==> src/rtl/keypad_scan_ctrl.sv <==
// 4x4 keypad scanner: one-hot row drive, synchronized column sampling, whole-matrix debounce and
// a valid/ready key-code output. Define KEYPAD_REPEAT_EN to add auto-repeat for a held single key.
module keypad_scan_ctrl #(
  parameter int unsigned SCAN_DIV  = 1_000_000,
  parameter int unsigned SETTLE    = 16,
  parameter int unsigned DEB_SCANS = 3,
  parameter int unsigned REP_DLY   = 50,
  parameter int unsigned REP_RATE  = 10
) (
  input  logic       clk,
  input  logic       rst_n,
  output logic [3:0] row,
  input  logic [3:0] key_col,
  output logic [3:0] key_code,
  output logic       key_valid,
  input  logic       key_ready,
  output logic       key_down,
  output logic       multi_key,
  output logic       overrun
);

  localparam int unsigned CntW = (SCAN_DIV > 1) ? $clog2(SCAN_DIV) : 1;

  typedef enum logic [0:0] {StScan, StEval} state_e;

  state_e            state;
  logic [3:0]        col_meta, col_sync;
  logic [CntW-1:0]   slot_cnt;
  logic [1:0]        row_idx;
  logic [15:0]       snap, prev, deb;
  logic [3:0]        stab_cnt;

  logic [3:0]        stab_nxt;
  logic [15:0]       deb_nxt;
  logic [4:0]        pop_nxt;
  logic [3:0]        code_nxt;
  logic              key_evt;

`ifdef KEYPAD_REPEAT_EN
  localparam int unsigned RepW = $clog2(REP_DLY + REP_RATE + 1);
  logic [RepW-1:0]   rep_cnt, rep_cnt_nxt;
  logic              rep_first, rep_first_nxt, rep_hit;
`else
  // Repeat timing parameters have no effect in this build.
  logic unused_rep_cfg;
  assign unused_rep_cfg = ^{32'(REP_DLY), 32'(REP_RATE)};
`endif

  always_comb begin
    if (snap == prev) begin
      stab_nxt = (stab_cnt >= 4'(DEB_SCANS)) ? 4'(DEB_SCANS) : stab_cnt + 4'd1;
    end else begin
      stab_nxt = 4'd1;
    end
    // prev takes snap on a mismatch, so snap is the accepted state in both cases.
    deb_nxt = (stab_nxt == 4'(DEB_SCANS)) ? snap : deb;

    pop_nxt  = '0;
    code_nxt = '0;
    for (int i = 0; i < 16; i++) begin
      pop_nxt = pop_nxt + 5'(deb_nxt[i]);
      if (deb_nxt[i]) code_nxt = 4'(i);
    end

`ifdef KEYPAD_REPEAT_EN
    rep_hit       = 1'b0;
    rep_cnt_nxt   = '0;
    rep_first_nxt = 1'b0;
    if ((deb_nxt == deb) && (pop_nxt == 5'd1)) begin
      rep_cnt_nxt   = rep_cnt + RepW'(1);
      rep_first_nxt = rep_first;
      if (rep_cnt_nxt == RepW'(rep_first ? REP_RATE : REP_DLY)) begin
        rep_hit       = 1'b1;
        rep_cnt_nxt   = '0;
        rep_first_nxt = 1'b1;
      end
    end
    key_evt = (state == StEval) && (((deb == '0) && (pop_nxt == 5'd1)) || rep_hit);
`else
    key_evt = (state == StEval) && (deb == '0) && (pop_nxt == 5'd1);
`endif
  end

  always_ff @(posedge clk or negedge rst_n) begin
    if (!rst_n) begin
      state     <= StScan;
      col_meta  <= '0;
      col_sync  <= '0;
      slot_cnt  <= '0;
      row_idx   <= '0;
      row       <= 4'h1;
      snap      <= '0;
      prev      <= '0;
      deb       <= '0;
      stab_cnt  <= '0;
      key_code  <= '0;
      key_valid <= 1'b0;
      key_down  <= 1'b0;
      multi_key <= 1'b0;
      overrun   <= 1'b0;
`ifdef KEYPAD_REPEAT_EN
      rep_cnt   <= '0;
      rep_first <= 1'b0;
`endif
    end else begin
      col_meta <= key_col;
      col_sync <= col_meta;

      if (slot_cnt == CntW'(SETTLE)) snap[4*row_idx +: 4] <= col_sync;

      if (slot_cnt == CntW'(SCAN_DIV - 1)) begin
        slot_cnt <= '0;
        row_idx  <= row_idx + 2'd1;
        row      <= {row[2:0], row[3]};
      end else begin
        slot_cnt <= slot_cnt + CntW'(1);
      end

      unique case (state)
        StScan: begin
          if ((slot_cnt == CntW'(SCAN_DIV - 1)) && (row_idx == 2'd3)) state <= StEval;
        end
        StEval: begin
          state     <= StScan;
          stab_cnt  <= stab_nxt;
          prev      <= snap;
          deb       <= deb_nxt;
          key_down  <= |deb_nxt;
          multi_key <= (pop_nxt >= 5'd2);
`ifdef KEYPAD_REPEAT_EN
          rep_cnt   <= rep_cnt_nxt;
          rep_first <= rep_first_nxt;
`endif
        end
        default: state <= StScan;
      endcase

      // An accept on the same edge frees the slot for a new code.
      if (key_evt) begin
        if (!key_valid || key_ready) begin
          key_code  <= code_nxt;
          key_valid <= 1'b1;
        end else begin
          overrun <= 1'b1;
        end
      end else if (key_valid && key_ready) begin
        key_valid <= 1'b0;
      end
    end
  end

endmodule

==> config.mk <==
export PLATFORM = sky130hd
export DESIGN_NAME = keypad_scan_ctrl
export DESIGN_NICKNAME = d
export VERILOG_FILES = /design/src/rtl/keypad_scan_ctrl.sv
export SDC_FILE = /design/constraint.sdc
export NUM_CORES = 1
export LEC_CHECK = 0
export ABC_AREA = 1
export CAP_MARGIN = 25
export CORE_ASPECT_RATIO = 0.8
export CORE_MARGIN = 3
export CORE_UTILIZATION = 60
export CTS_CLUSTER_SIZE = 40
export DETAILED_ROUTE_END_ITERATION = 8
export PLACE_DENSITY = 0.76
export SLEW_MARGIN = 10
export SYNTH_ARGS = -nofsm -noshare
export SYNTH_HDL_FRONTEND = slang
export SYNTH_SLANG_ARGS = --single-unit
==> constraint.sdc <==
create_clock -name clk -period 7.1 [get_ports clk]
set_input_delay 2.13 -clock clk [delete_from_list [all_inputs] [get_ports clk]]
set_output_delay 2.13 -clock clk [all_outputs]
set_load 0.05 [all_outputs]
# Word level (Yosys, flattened, before mapping)
# Index checks and enable logic that the tools add are counted.
# classes
add_sub_neg,19
n_lt_le_gt_ge,2
n_eq_ne,7
shifts,2
n_mux,25
bitwise_logic,2
reduce_logical,12
# op_table
op,count
$mux W4,15
$add A5 B1 Y5,11
$neg A4 Y34,1
$shift A4 B34 Y16 const A,1
$shiftx A4 B34 Y16,1
$add A20 B1 Y20 const B,1
$eq A20 B20 Y1 const B,1
$eq A20 B5 Y1 const B,1
$mux W20,1
$bwmux W16,1
$eq A16 B16 Y1,1
$logic_not A16 Y1,1
$mux W16,1
$reduce_or A16 Y1,1
$reduce_and A2 Y1,3
$add A4 B1 Y5,1
$eq A5 B1 Y1 const B,1
$ge A5 B2 Y1 const B,1
$mux W1,5
$add A3 B1 Y4,1
$add A4 B1 Y4 const B,1
$eq A4 B2 Y1 const B,1
$ge A4 B2 Y1 const B,1
$logic_and A1 B1 Y1,4
11 further kinds,12
# totals
register_bits,95
input_bits,7
output_inout_bits,12
word_cells,84

# Depth between registers and ports, before layout
# depth
word_depth,24
depth_mapped,29
mapped_depth_nobuf,27

# Least setup slack after synthesis
# No wires, ideal clock.
# synth_path
kind,register to register
start,register stab_cnt[0]
end,register key_code[2]
arrival_time_ps,5299
setup_slack_ps,1674
stages_incl_launch_ff,25
path_cell_list,dfrtp_1 -> ha_1 -> nor3_1 -> nand2_1 -> nand4_4 -> buf_6 -> buf_6 -> nand2_1 -> o21ai_0 -> inv_1 -> fa_1 -> fa_1 -> fa_1 -> fa_1 -> inv_1 -> ha_1 -> fa_1 -> nor3_1 -> o21ai_0 -> a21oi_1 -> nand3_1 -> nor2_1 -> inv_1 -> nor3_1 -> a2bb2oi_1
# synth_between
elab_chain_len,23
elab_cells_between_ends,36
cone_classes,add/sub (16); order compare (1); eq/ne (2); mux (15); reduce/logical (2)
# synth_lines
element,line_no,text
"start, declared",31,logic [3:0] stab_cnt;
"start signal, assigned",125,stab_cnt <= stab_nxt;
$add A4 B1 Y4 or $ge A4 B2 Y1 (tied branches),51,stab_nxt = (stab_cnt >= 4'(DEB_SCANS)) ? 4'(DEB_SCANS) : stab_cnt + 4'd1;
$mux W4 (*),51,
$mux W4 (*),50,if (snap == prev) begin
$eq A4 B2 Y1 (*),56,deb_nxt = (stab_nxt == 4'(DEB_SCANS)) ? snap : deb;
$mux W16 (*),56,
$add A1 B1 Y2,61,pop_nxt = pop_nxt + 5'(deb_nxt[i]);
$add A2 B1 Y3,61,
$add A3 B1 Y4,61,
$add A4 B1 Y5,61,
$add A5 B1 Y5 (11 in series),61,
$eq A5 B1 Y1,80,key_evt = (state == StEval) && (deb == '0) && (pop_nxt == 5'd1);
$logic_and A1 B1 Y1,80,
$reduce_and A2 Y1 (no source line),-,
"end signal, assigned",141,key_code <= code_nxt;
"end, declared",14,"output logic [3:0] key_code,"
# Mark *: on every way between the ends. The rest lies on a longest branch, timed or not.
# A chain may end at the register's enable or synchronous reset.

# Worst setup path in the final report
# Same ends and word-level chain as after synthesis.

==> results.py <==
metrics = {
    "run": {
        "drv_cap": 0,
    },
    "route": {
        "wl_met1_um": 5400,
        "routed_wl_um": 10700,
        "route.antenna.remaining_nets": 0,
        "wl_per_cell_um": 13.7,
        "drcViolationCount": 0,
        "highest_layer": "met4",
        "drt_iter0_drc": 266,
        "wl_met2_um": 4590,
        "vias": 4093,
        "viasPerCell": 5.22,
        "dr_wl_met3_um": 603,
        "drt-pass1-iter-count": 5,
    },
    "setup_path": {
        "slowest_stage": "fa_1",
        "worstSetupPathType": "reg2reg",
        "endpoint_kind": "flip-flop",
        "crit_chain": "ha_1 -> nor3_1 -> nand2_1 -> nand4_4 -> mux2i_2 -> fa_1 -> fa_1 -> fa_1 -> fa_1 -> inv_1 -> ha_1 -> fa_1 -> nor3_1 -> o21ai_0 -> a21oi_1 -> nand3_1 -> nor2_1 -> inv_1 -> nor3_1 -> a2bb2oi_1",
        "crit_top_cell": "fa_1",
        "ff2ff_setup_slack_ns": 0.91,
        "path_depth": 20,
        "path_max_fanout": 27,
        "r2r_cells": 20,
        "cp-start-kind": "flip-flop",
        "crit_buf_inv": 2,
        "startpoint": "stab_cnt[0]",
        "crit_end": "key_code[2]",
        "r2r-end": "key_code[2]",
        "cp.required_ns": 7.35,
        "max_stage_delay_ns": 0.54,
        "r2r-start": "stab_cnt[0]",
        "cp_top_family": "adder cells",
        "critPathArrivalTime_ns": 6.44,
    },
    "synth": {
        "synth_top_area_frac": 0.455,
        "ys_seq_area_frac": 0.460,
        "synthArstFlopShare": 1.00,
        "yosysTopAreaCell": "dfrtp_1",
        "synth.area.top_cells": "dfrtp_1 (45%), nand2_1 (14%), inv_1 (7.2%), o21ai_0 (5.4%), fa_1 (3.9%)",
        "synth_cell_type_count": 39,
        "synth_ff_type": "dfrtp_1",
        "syn_area_mm2": 0.00517,
        "syn_area_per_cell_um2": 7.97,
        "synth_seq_cells": 95,
        "synth_cells": 649,
        "synth_nets": 680,
        "yosys_warnings": 0,
        "synth_edf_count": 0,
    },
    "final_layout": {
        "antennaDiodeCount": 0,
        "fin_cells": 784,
        "drive_gt1_frac": 0.0902,
        "final_net_count": 702,
        "synthToLayoutAreaGrowth_pct": 9.09,
    },
    "global_routing": {
        "grt_use_total": 0.243,
        "grt_pass1_wl_um": 18300,
        "antenna_found_initial": 0,
        "overflow": 0,
        "grt_max_degree": 66,
        "grt_pass1_vias": 3894,
    },
    "power": {
        "power_leakage_nw": 2.77,
        "ir_worst_vdd_uv": 144,
        "powerDensity_mw_per_mm2": 163,
        "power_mw": 0.919,
    },
    "sta": {
        "layout_min_cycle_time_ns": 6.19,
        "slew_headroom": 0.473,
        "fin_crit_sh": 0.872,
        "fmaxAchievable_ghz": 0.161,
        "tns_ns": 0,
        "clock_skew_ns": 0.0118,
        "hold_violations": 0,
        "worst_pin_slew_ns": 0.791,
        "slew_violations": 0,
        "setup_violations": 0,
        "grt_setup_unrepaired": "no",
    },
    "status": {
        "outcome": "finished clean",
    },
    "placed_design": {
        "port_buffers": 18,
        "dp.final_hpwl_um": 8080,
        "dp_cells": 767,
        "place_congestion": 0.879,
    },
    "cts": {
        "cts_root_buf": "clkbuf_8",
        "clkSinkCount": 95,
        "clkLatencyLatePin_ns": 0.37,
        "cts_made_buffers": 9,
        "cts.reportedPaths.clkPinSlew_ns": 0.10,
        "cts_setup_buffers": 0,
        "cts_hold_buf": 0,
        "cts_buffer_depth": 2,
        "cts_tree": "done",
        "htree_levels": 3,
        "cts_resized": 0,
    },
    "die": {
        "die_area_mm2": 0.00978,
        "die_h_um": 89.1,
        "boundaryPins": 19,
        "start_util": 0.634,
        "rows": 29,
        "design.core.area_mm2": 0.00816,
        "die_width_um": 110,
    },
    "hold_path": {
        "min_path_type": "reg2reg",
    },
}
[layout by cell type (no fill, tap or decap), drive strengths merged, types with 2 or more instances in the layout]
cell type	instances
mux2i	3
nor4	6
ha	14
nor3	22
dfrtp	94
inv	118
clkbuf	10
xnor2	5
o21ai	68
a21oi	10
buf	4
xor2	8
clkdlybuf4s50	17
nor2	47
fa	10
clkinv	3
o21a	3
nand2	200
nand4	8
nand3	14
a2bb2oi	2
[synth_stat cells (8+ instances only)]
library cell  count
nand3_1          14
inv_2            16
fa_1             10
xor2_1            8
ha_1             14
clkbuf_1          9
nor3_1           19
o21ai_0          56
nor2_1           44
nand2_1         195
inv_1            99
a21oi_1           9
dfrtp_1          94
[per-layer routing]
layer,global-route usage,vias up
li1,-,2059
met1,0.366,1911
met2,0.352,108
met3,0.0578,15
met4,0.0713,0
met5,0,-
[worst min-delay path by stage]
| stage | from | to | slack, ns | cells past startpoint |
|---|---|---|---|---|
| 2_1_floorplan | col_meta[0] | col_sync[0] | 0.33 | 0 |
| 3_3_place_gp | col_meta[2] | col_sync[2] | 0.33 | 0 |
| 3_5_place_dp | col_meta[1] | col_sync[1] | 0.34 | 0 |
| 4_1_cts | col_meta[1] | col_sync[1] | 0.36 | 0 |
| 5_1_grt | col_meta[1] | col_sync[1] | 0.37 | 0 |
| 6_report | col_meta[1] | col_sync[1] | 0.36 | 0 |
[where the power goes]
group / internal [mW] / switching, mW
clock: 0.134 / 0.205
combinational: 0.00911 / 0.0212
sequential: 0.546 / 0.00358
[metrics by stage]
stage	area [um2]	util	setup slack [ns]	hold slack, ns
after floorplan	5170	-	1.67	0.331
after global placement	5450	0.668	1.21	0.333
after detailed placement	5450	0.668	0.949	0.339
after CTS	5640	0.691	0.917	0.363
after global routing	5640	0.691	0.518	0.367
final	5640	0.691	0.906	0.360
[final cells by class]
type                    instances  area, um2
clock inverters                 7       62.6
repair buffers                 22        205
flip-flops and latches         95       2380
multi-input cells             428       2310
clock buffers                   9        124
inverters                     115        432
well taps                     108        135
fillers                       685       2520
[state kept, by name, indices dropped and copies added, names as in the netlist]
signal     count
stab_cnt       4
overrun        1
slot_cnt      20
col_meta       4
key_code       4
row_idx        2
snap          16
state          1
deb           16
prev          16
multi_key      1
col_sync       4
key_down       1
key_valid      1
row            4
[cell families (layout without fill, tap and decap cells)]
kind of cell | after synthesis | after routing | share of synthesized area
XOR/XNOR | 13 | 13 | 0.0220
AND/OR/NAND/NOR | 300 | 300 | 0.247
adder cells (fa/ha/maj) | 24 | 24 | 0.0726
buffers and inverters | 126 | 153 | 0.0943
flip-flops | 95 | 95 | 0.460
multiplexers | 3 | 3 | 0.00967
AO/OA/AOI/OAI | 88 | 88 | 0.0950
Note: power is estimated with default switching activity, not from simulation.
